## src/rtl/multi_cycle_control_pkg.sv

```systemverilog
// Shared definitions for the multi-cycle MIPS control unit: FSM state
// encoding, opcode values, ALU-op codes and datapath mux select values.
package multi_cycle_control_pkg;

  typedef enum logic [3:0] {
    S_IDLE   = 4'd0,
    S_FETCH  = 4'd1,
    S_DECODE = 4'd2,
    S_MEMADR = 4'd3,
    S_MEMRD  = 4'd4,
    S_MEMWB  = 4'd5,
    S_MEMWR  = 4'd6,
    S_EXEC   = 4'd7,
    S_ALUWB  = 4'd8,
    S_ADDI   = 4'd9,
    S_ADDIWB = 4'd10,
    S_BRANCH = 4'd11,
    S_JUMP   = 4'd12,
    S_HALT   = 4'd13
  } state_e;

  // IR[15:13] encodings
  localparam logic [2:0] OP_R    = 3'b000;
  localparam logic [2:0] OP_J    = 3'b010;
  localparam logic [2:0] OP_LW   = 3'b100;
  localparam logic [2:0] OP_SW   = 3'b101;
  localparam logic [2:0] OP_BEQ  = 3'b110;
  localparam logic [2:0] OP_ADDI = 3'b111;

  // Codes understood by the downstream ALU control decoder
  localparam logic [1:0] ALUOP_ADD  = 2'b11;
  localparam logic [1:0] ALUOP_SUB  = 2'b10;
  localparam logic [1:0] ALUOP_FUNC = 2'b00;

  // ALU B operand select
  localparam logic [1:0] SRCB_REG    = 2'b00;
  localparam logic [1:0] SRCB_TWO    = 2'b01;
  localparam logic [1:0] SRCB_IMM    = 2'b10;
  localparam logic [1:0] SRCB_IMM_SH = 2'b11;

  // PC source select
  localparam logic [1:0] PCSRC_ALU    = 2'b00;
  localparam logic [1:0] PCSRC_ALUOUT = 2'b01;
  localparam logic [1:0] PCSRC_JUMP   = 2'b10;

endpackage

```

## src/rtl/multi_cycle_control_if.sv

```systemverilog
// Control/datapath bus between the multi-cycle controller and the datapath.
//   opcode, mem_ready             : datapath -> controller
//   strobes, selects and alu_op   : controller -> datapath
// master = controller side, slave = datapath side.
interface multi_cycle_control_if;
  logic [2:0] opcode;
  logic       mem_ready;
  logic       pc_write;
  logic       pc_write_cond;
  logic       iord;
  logic       mem_read;
  logic       mem_write;
  logic       ir_write;
  logic       mem_to_reg;
  logic       reg_dst;
  logic       reg_write;
  logic       alu_src_a;
  logic [1:0] alu_src_b;
  logic [1:0] pc_source;
  logic [1:0] alu_op;

  modport master (
    input  opcode, mem_ready,
    output pc_write, pc_write_cond, iord, mem_read, mem_write, ir_write,
           mem_to_reg, reg_dst, reg_write, alu_src_a, alu_src_b,
           pc_source, alu_op
  );

  modport slave (
    output opcode, mem_ready,
    input  pc_write, pc_write_cond, iord, mem_read, mem_write, ir_write,
           mem_to_reg, reg_dst, reg_write, alu_src_a, alu_src_b,
           pc_source, alu_op
  );
endinterface

```

## src/rtl/multi_cycle_control_retire_counter.sv

```systemverilog
// Retired-instruction counter: CNT_W-bit, wraps silently to zero.
//   clk_i   : clock
//   rst_n_i : asynchronous active-low clear
//   inc_i   : add one on this rising edge
//   count_o : current count
module retire_counter #(
  parameter int unsigned CNT_W = 16
) (
  input  logic             clk_i,
  input  logic             rst_n_i,
  input  logic             inc_i,
  output logic [CNT_W-1:0] count_o
);

  localparam logic [CNT_W-1:0] ONE = CNT_W'(1);

  logic [CNT_W-1:0] count_q;
  logic [CNT_W-1:0] count_d;

  always_comb begin
    count_d = count_q;
    if (inc_i) begin
      count_d = count_q + ONE;
    end
  end

  always_ff @(posedge clk_i or negedge rst_n_i) begin
    if (!rst_n_i) begin
      count_q <= '0;
    end else begin
      count_q <= count_d;
    end
  end

  assign count_o = count_q;

endmodule

```

## src/rtl/multi_cycle_control.sv

```systemverilog
// Multi-cycle sequencing FSM for the 16-bit MIPS core. Drives every datapath
// strobe/select over a shared memory port and ALU, waits on mem_ready, counts
// retired instructions and traps illegal opcodes into a sticky HALT.
//   clk, rst_n  : clock, asynchronous active-low reset
//   bus         : controller side of multi_cycle_control_if
//   halted      : sticky illegal-opcode trap
//   instr_count : retired-instruction count (CNT_W bits, wraps)
module multi_cycle_control
  import multi_cycle_control_pkg::*;
#(
  parameter int unsigned CNT_W = 16
) (
  input  logic                  clk,
  input  logic                  rst_n,
  multi_cycle_control_if.master bus,
  output logic                  halted,
  output logic [CNT_W-1:0]      instr_count
);

  state_e state_q;
  state_e state_d;
  logic   retire;

  always_ff @(posedge clk or negedge rst_n) begin
    if (!rst_n) begin
      state_q <= S_IDLE;
    end else begin
      state_q <= state_d;
    end
  end

  // Moore decode of state_q; only ir_write/pc_write in FETCH and the MEMWR
  // retire strobe also look at mem_ready.
  always_comb begin
    state_d           = state_q;
    retire            = 1'b0;
    halted            = 1'b0;
    bus.pc_write      = 1'b0;
    bus.pc_write_cond = 1'b0;
    bus.iord          = 1'b0;
    bus.mem_read      = 1'b0;
    bus.mem_write     = 1'b0;
    bus.ir_write      = 1'b0;
    bus.mem_to_reg    = 1'b0;
    bus.reg_dst       = 1'b0;
    bus.reg_write     = 1'b0;
    bus.alu_src_a     = 1'b0;
    bus.alu_src_b     = SRCB_REG;
    bus.pc_source     = PCSRC_ALU;
    bus.alu_op        = ALUOP_FUNC;

    case (state_q)
      S_IDLE: begin
        state_d = S_FETCH;
      end
      S_FETCH: begin
        bus.mem_read  = 1'b1;
        bus.alu_src_b = SRCB_TWO;
        bus.alu_op    = ALUOP_ADD;
        bus.pc_source = PCSRC_ALU;
        if (bus.mem_ready) begin
          bus.ir_write = 1'b1;
          bus.pc_write = 1'b1;
          state_d      = S_DECODE;
        end
      end
      S_DECODE: begin
        // Branch target is precomputed into ALUOut here
        bus.alu_src_b = SRCB_IMM_SH;
        bus.alu_op    = ALUOP_ADD;
        case (bus.opcode)
          OP_LW, OP_SW: state_d = S_MEMADR;
          OP_R:         state_d = S_EXEC;
          OP_ADDI:      state_d = S_ADDI;
          OP_BEQ:       state_d = S_BRANCH;
          OP_J:         state_d = S_JUMP;
          default:      state_d = S_HALT;
        endcase
      end
      S_MEMADR: begin
        bus.alu_src_a = 1'b1;
        bus.alu_src_b = SRCB_IMM;
        bus.alu_op    = ALUOP_ADD;
        // Anything other than sw falls back to the load path
        state_d = (bus.opcode == OP_SW) ? S_MEMWR : S_MEMRD;
      end
      S_MEMRD: begin
        bus.mem_read = 1'b1;
        bus.iord     = 1'b1;
        if (bus.mem_ready) begin
          state_d = S_MEMWB;
        end
      end
      S_MEMWB: begin
        bus.reg_write  = 1'b1;
        bus.mem_to_reg = 1'b1;
        retire         = 1'b1;
        state_d        = S_FETCH;
      end
      S_MEMWR: begin
        bus.mem_write = 1'b1;
        bus.iord      = 1'b1;
        if (bus.mem_ready) begin
          retire  = 1'b1;
          state_d = S_FETCH;
        end
      end
      S_EXEC: begin
        bus.alu_src_a = 1'b1;
        bus.alu_src_b = SRCB_REG;
        bus.alu_op    = ALUOP_FUNC;
        state_d       = S_ALUWB;
      end
      S_ALUWB: begin
        bus.reg_write = 1'b1;
        bus.reg_dst   = 1'b1;
        retire        = 1'b1;
        state_d       = S_FETCH;
      end
      S_ADDI: begin
        bus.alu_src_a = 1'b1;
        bus.alu_src_b = SRCB_IMM;
        bus.alu_op    = ALUOP_ADD;
        state_d       = S_ADDIWB;
      end
      S_ADDIWB: begin
        bus.reg_write = 1'b1;
        retire        = 1'b1;
        state_d       = S_FETCH;
      end
      S_BRANCH: begin
        bus.alu_src_a     = 1'b1;
        bus.alu_src_b     = SRCB_REG;
        bus.alu_op        = ALUOP_SUB;
        bus.pc_write_cond = 1'b1;
        bus.pc_source     = PCSRC_ALUOUT;
        retire            = 1'b1;
        state_d           = S_FETCH;
      end
      S_JUMP: begin
        bus.pc_write  = 1'b1;
        bus.pc_source = PCSRC_JUMP;
        retire        = 1'b1;
        state_d       = S_FETCH;
      end
      S_HALT: begin
        halted  = 1'b1;
        state_d = S_HALT;
      end
      default: begin
        state_d = S_IDLE;
      end
    endcase
  end

  retire_counter #(
    .CNT_W(CNT_W)
  ) u_retire_counter (
    .clk_i   (clk),
    .rst_n_i (rst_n),
    .inc_i   (retire),
    .count_o (instr_count)
  );

endmodule

```

## src/flat_wrapper.sv

```systemverilog
// flat-port wrapper written by rule: the top's interface ports become plain ports
module multi_cycle_control_flat import multi_cycle_control_pkg::*;
#(
  parameter int unsigned CNT_W = 16
)
  (clk, rst_n, halted, instr_count, bus_opcode, bus_mem_ready, bus_pc_write, bus_pc_write_cond, bus_iord, bus_mem_read, bus_mem_write, bus_ir_write, bus_mem_to_reg, bus_reg_dst, bus_reg_write, bus_alu_src_a, bus_alu_src_b, bus_pc_source, bus_alu_op);
  multi_cycle_control_if bus_i ();
  input  logic clk;
  input  logic rst_n;
  output logic halted;
  output logic [CNT_W-1:0] instr_count;
  input wire logic [$bits(bus_i.opcode)-1:0] bus_opcode;
  input wire logic [$bits(bus_i.mem_ready)-1:0] bus_mem_ready;
  output wire logic [$bits(bus_i.pc_write)-1:0] bus_pc_write;
  output wire logic [$bits(bus_i.pc_write_cond)-1:0] bus_pc_write_cond;
  output wire logic [$bits(bus_i.iord)-1:0] bus_iord;
  output wire logic [$bits(bus_i.mem_read)-1:0] bus_mem_read;
  output wire logic [$bits(bus_i.mem_write)-1:0] bus_mem_write;
  output wire logic [$bits(bus_i.ir_write)-1:0] bus_ir_write;
  output wire logic [$bits(bus_i.mem_to_reg)-1:0] bus_mem_to_reg;
  output wire logic [$bits(bus_i.reg_dst)-1:0] bus_reg_dst;
  output wire logic [$bits(bus_i.reg_write)-1:0] bus_reg_write;
  output wire logic [$bits(bus_i.alu_src_a)-1:0] bus_alu_src_a;
  output wire logic [$bits(bus_i.alu_src_b)-1:0] bus_alu_src_b;
  output wire logic [$bits(bus_i.pc_source)-1:0] bus_pc_source;
  output wire logic [$bits(bus_i.alu_op)-1:0] bus_alu_op;
  assign bus_i.opcode = bus_opcode;
  assign bus_i.mem_ready = bus_mem_ready;
  assign bus_pc_write = bus_i.pc_write;
  assign bus_pc_write_cond = bus_i.pc_write_cond;
  assign bus_iord = bus_i.iord;
  assign bus_mem_read = bus_i.mem_read;
  assign bus_mem_write = bus_i.mem_write;
  assign bus_ir_write = bus_i.ir_write;
  assign bus_mem_to_reg = bus_i.mem_to_reg;
  assign bus_reg_dst = bus_i.reg_dst;
  assign bus_reg_write = bus_i.reg_write;
  assign bus_alu_src_a = bus_i.alu_src_a;
  assign bus_alu_src_b = bus_i.alu_src_b;
  assign bus_pc_source = bus_i.pc_source;
  assign bus_alu_op = bus_i.alu_op;
  multi_cycle_control #(.CNT_W(CNT_W)) u_core (.clk(clk), .rst_n(rst_n), .bus(bus_i), .halted(halted), .instr_count(instr_count));
endmodule
```

## config.mk

```make
export PLATFORM = sky130hd
export DESIGN_NAME = multi_cycle_control_flat
export DESIGN_NICKNAME = d
export VERILOG_FILES = /design/src/rtl/multi_cycle_control_pkg.sv /design/src/rtl/multi_cycle_control_if.sv /design/src/rtl/multi_cycle_control_retire_counter.sv /design/src/rtl/multi_cycle_control.sv /design/src/flat_wrapper.sv
export SDC_FILE = /design/constraint.sdc
export NUM_CORES = 1
export LEC_CHECK = 0
export BUFFER_PORTS_ARGS = -buffer_cell sky130_fd_sc_hd__buf_4
export CORE_AREA = 3 3 66 68
export CTS_BUF_LIST = sky130_fd_sc_hd__clkbuf_2
export DETAILED_ROUTE_END_ITERATION = 16
export DIE_AREA = 0 0 69 71
export PLACE_DENSITY_LB_ADDON = 0.05
export SYNTH_ARGS = -nofsm -noshare
export SYNTH_HDL_FRONTEND = slang
export SYNTH_HIERARCHICAL = 1
export SYNTH_SLANG_ARGS = --single-unit
```

## constraint.sdc

```tcl
create_clock -name clk -period 4.2 [get_ports clk]
set_clock_uncertainty 0.05 [all_clocks]
set_input_delay 0.84 -clock clk [delete_from_list [all_inputs] [get_ports clk]]
set_output_delay 0.84 -clock clk [all_outputs]
set_load 0.03 [all_outputs]
```

==> impl_metrics.json <==
{
  "ir_drop_mv": 0.349,
  "slowest_stage": "dfrtp_1",
  "numCtsBuffers": 3,
  "syn-instance-count": 125,
  "overall_via_count_from_detail_route": 1001,
  "final_period_minus_worst_setup_slack_ps": 2820,
  "die_h_um": 71,
  "detail_route.drc_violations": 0,
  "cts_hold_buf": 0,
  "dr.pass1.iters": 4,
  "cts-root-to-sink-buffers": 2,
  "initial_core_util_pct": 30.2,
  "layout_common_cells": "buf_4, dfrtp_1, nor2_1",
  "flow.area_growth_from_synthesis_pct": 28.3,
  "drv_slew": 0,
  "grt_pass1_vias": 971,
  "synth_edf_count": 0,
  "cts.repair_timing.setup_buffer_count": 0,
  "setup_tns_ps": 0,
  "mostFrequentLayoutCell": "buf_4",
  "yosysTopAreaCell": "dfrtp_1",
  "rsz0062_at_grt": "false",
  "grt_usage_pct": 11.9,
  "report.power.total_uw": 1020,
  "clkSinkCount": 20,
  "yosys-top-cells-area": "dfrtp_1, xnor2_1, nor2_1",
  "cellPowerDensity_mw_per_mm2": 674,
  "crit_type": "flop to output port",
  "final_hold_viol_count": 0,
  "wl_per_cell_um": 13.0,
  "setup_viol_count_final": 0,
  "dp.cells": 208,
  "fillerInstances": 418,
  "critical_path.max_stage_delay_ps": 780,
  "timing.critical_path.cells": "or2b_4 -> a21oi_1 -> or2_1 -> buf_4",
  "status": "finished, final reports clean",
  "share_of_synthesized_area_occupied_by_flip_flops_and_latches_pct": 42.4,
  "top_level_ports": 39,
  "chipWidth_um": 69,
  "port-buffer-count": 38,
  "hp-class": "input port to asynchronous set/reset pin",
  "coreArea_mm2": 0.00391,
  "root_buffer": "clkbuf_2",
  "synth_net_count": 132,
  "dominantRegCellSynth": "dfrtp_1",
  "globalRoute.totalOverflow": 0,
  "number_of_distinct_library_cells_after_synthesis": 40,
  "drive_above_1_share_pct": 30.9,
  "cp_max_fo": 21,
  "post-dp-hpwl_um": 2090,
  "worstSetupStartpointType": "flop",
  "maxSlewHeadroom_pct": 58.4,
  "leakagePower_uw": 0.000711,
  "critPathArrivalTime_ps": 1930,
  "synth.ff_latch_count": 20,
  "worst_setup_path_end_kind": "output port",
  "detail_route.vias_per_cell": 4.72,
  "fin_crit_sh_pct": 67.0,
  "pin_count_of_the_biggest_net_entering_global_routing": 22,
  "required_ps": 3310,
  "yosys_warnings": 6,
  "clock_tree_from_tritoncts": "built",
  "antenna_viol_nets_final": 0,
  "syn-mean-instance-area_um2": 9.45,
  "post_layout_nonfiller_instances": 212,
  "synthArstFlopShare_pct": 100,
  "worst-slew-pin-transition_ps": 624,
  "die_area_mm2": 0.00490,
  "worst_skew_pair.late_latency_ps": 310,
  "number_of_antenna_violations_at_the_first_check_in_global_routing": 0,
  "max-cap-violations": 0,
  "fp-row-count": 23,
  "wirelength_um": 2760,
  "design.final.nets": 170,
  "gp_routability_congestion": 0.722,
  "max_clock_freq_mhz": 355,
  "path_buf_inv": 1,
  "synthesis.area_mm2": 0.00118,
  "clk_pin_slew_worst_paths_ps": 190,
  "drt_iter0_drc": 47,
  "synth_largest_type_area_fraction_pct": 42.4,
  "grt_first_pass_wirelength_um": 4840,
  "critical_path.top_delay_family": "flip-flops",
  "n_antenna_cell": 0,
  "htreeDepth": 1,
  "post_cts.resized_instances": 0
}
[flip-flops by register name (all words and copies together), names as in the netlist]
name / flops
u_core/state_q: 4
u_core/u_retire_counter/count_o: 16
[layout make-up]
cell class              instances  area [um2]  area share (%)
multi-input cells              97         637            42.0
flip-flops and latches         20         500            33.0
repair buffers                 38         285            18.8
well taps                      50        62.6            4.13
clock buffers                   3        15.0           0.991
inverters                       3        11.3           0.743
clock inverters                 1        3.75           0.248
[power by group]
group / switching [uW] / total, uW / internal [uW]
sequential: 117 / 349 / 232
clock: 57.4 / 78.1 / 20.7
combinational: 354 / 594 / 240
[synthesized netlist by cell type, drive strengths merged (2+ instances only)]
| master | count |
|---|---|
| and3 | 2 |
| o211ai | 2 |
| nor2 | 14 |
| a21oi | 6 |
| xor2 | 6 |
| o21ai | 5 |
| dfrtp | 20 |
| nand4 | 4 |
| nand2 | 12 |
| buf | 5 |
| nand2b | 4 |
| inv | 3 |
| a21boi | 2 |
| nand3 | 5 |
| or2 | 2 |
| and2b | 2 |
| nor3 | 5 |
| xnor2 | 10 |
[final timing paths]
kind                                                     startpoint                                   to  slack [ps]  cells after the start
worst max-delay path                              u_core/state_q[0]                        bus_alu_op[1]        1380                      4
worst min-delay path                                          rst_n   u_core/u_retire_counter/count_o[2]         310                      1
worst max register to register                    u_core/state_q[0]  u_core/u_retire_counter/count_o[12]        1600                      7
worst min register to register  u_core/u_retire_counter/count_o[15]  u_core/u_retire_counter/count_o[15]         440                      1
max in group asynchronous                                     rst_n  u_core/u_retire_counter/count_o[12]        3570                      1
min in group clk                u_core/u_retire_counter/count_o[15]  u_core/u_retire_counter/count_o[15]         440                      1
[worst register-to-register path: cells and delay by family, from the launching register on]
family | cells | cell delay (ps)
compound gates | 2 | 540
flops | 1 | 780
xor+xnor | 1 | 140
simple gates | 4 | 1020
[layer usage]
| layer | part of all wire (%) | wire length, um | GRT usage, % | vias to the layer above |
|---|---|---|---|---|
| met5 | 0 | 0 | 0 | - |
| met4 | 0 | 0 | 1.95 | 0 |
| met3 | 4.8 | 132 | 3.98 | 0 |
| met2 | 47 | 1300 | 17.8 | 22 |
| met1 | 48 | 1320 | 17.0 | 472 |
| li1 | - | - | - | 507 |
[kinds of logic (layout without fill, tap and decap cells)]
logic type	Yosys count	after routing	share of synthesized area (%)
buffers and inverters	8	45	3.71
DFF	20	20	42.4
xor gates and xnor gates	16	16	11.9
and+or+nand+nor	55	55	26.4
AOI/OAI and AO/OA	22	22	11.9
adders and majority gates	2	2	2.01
muxes	2	2	1.80
[metrics by stage]
step                hold slack (ps)  util (%)  area [um2]  setup WS [ps]
floorplan                       494         -        1180           1750
finish                          311      38.7        1520           1380
global placement                421      38.2        1500           1760
detailed placement              419      38.2        1500           1690
global route                    277      38.7        1520           1200
CTS                             297      38.7        1520           1350
(Power assumes the default switching activity.)
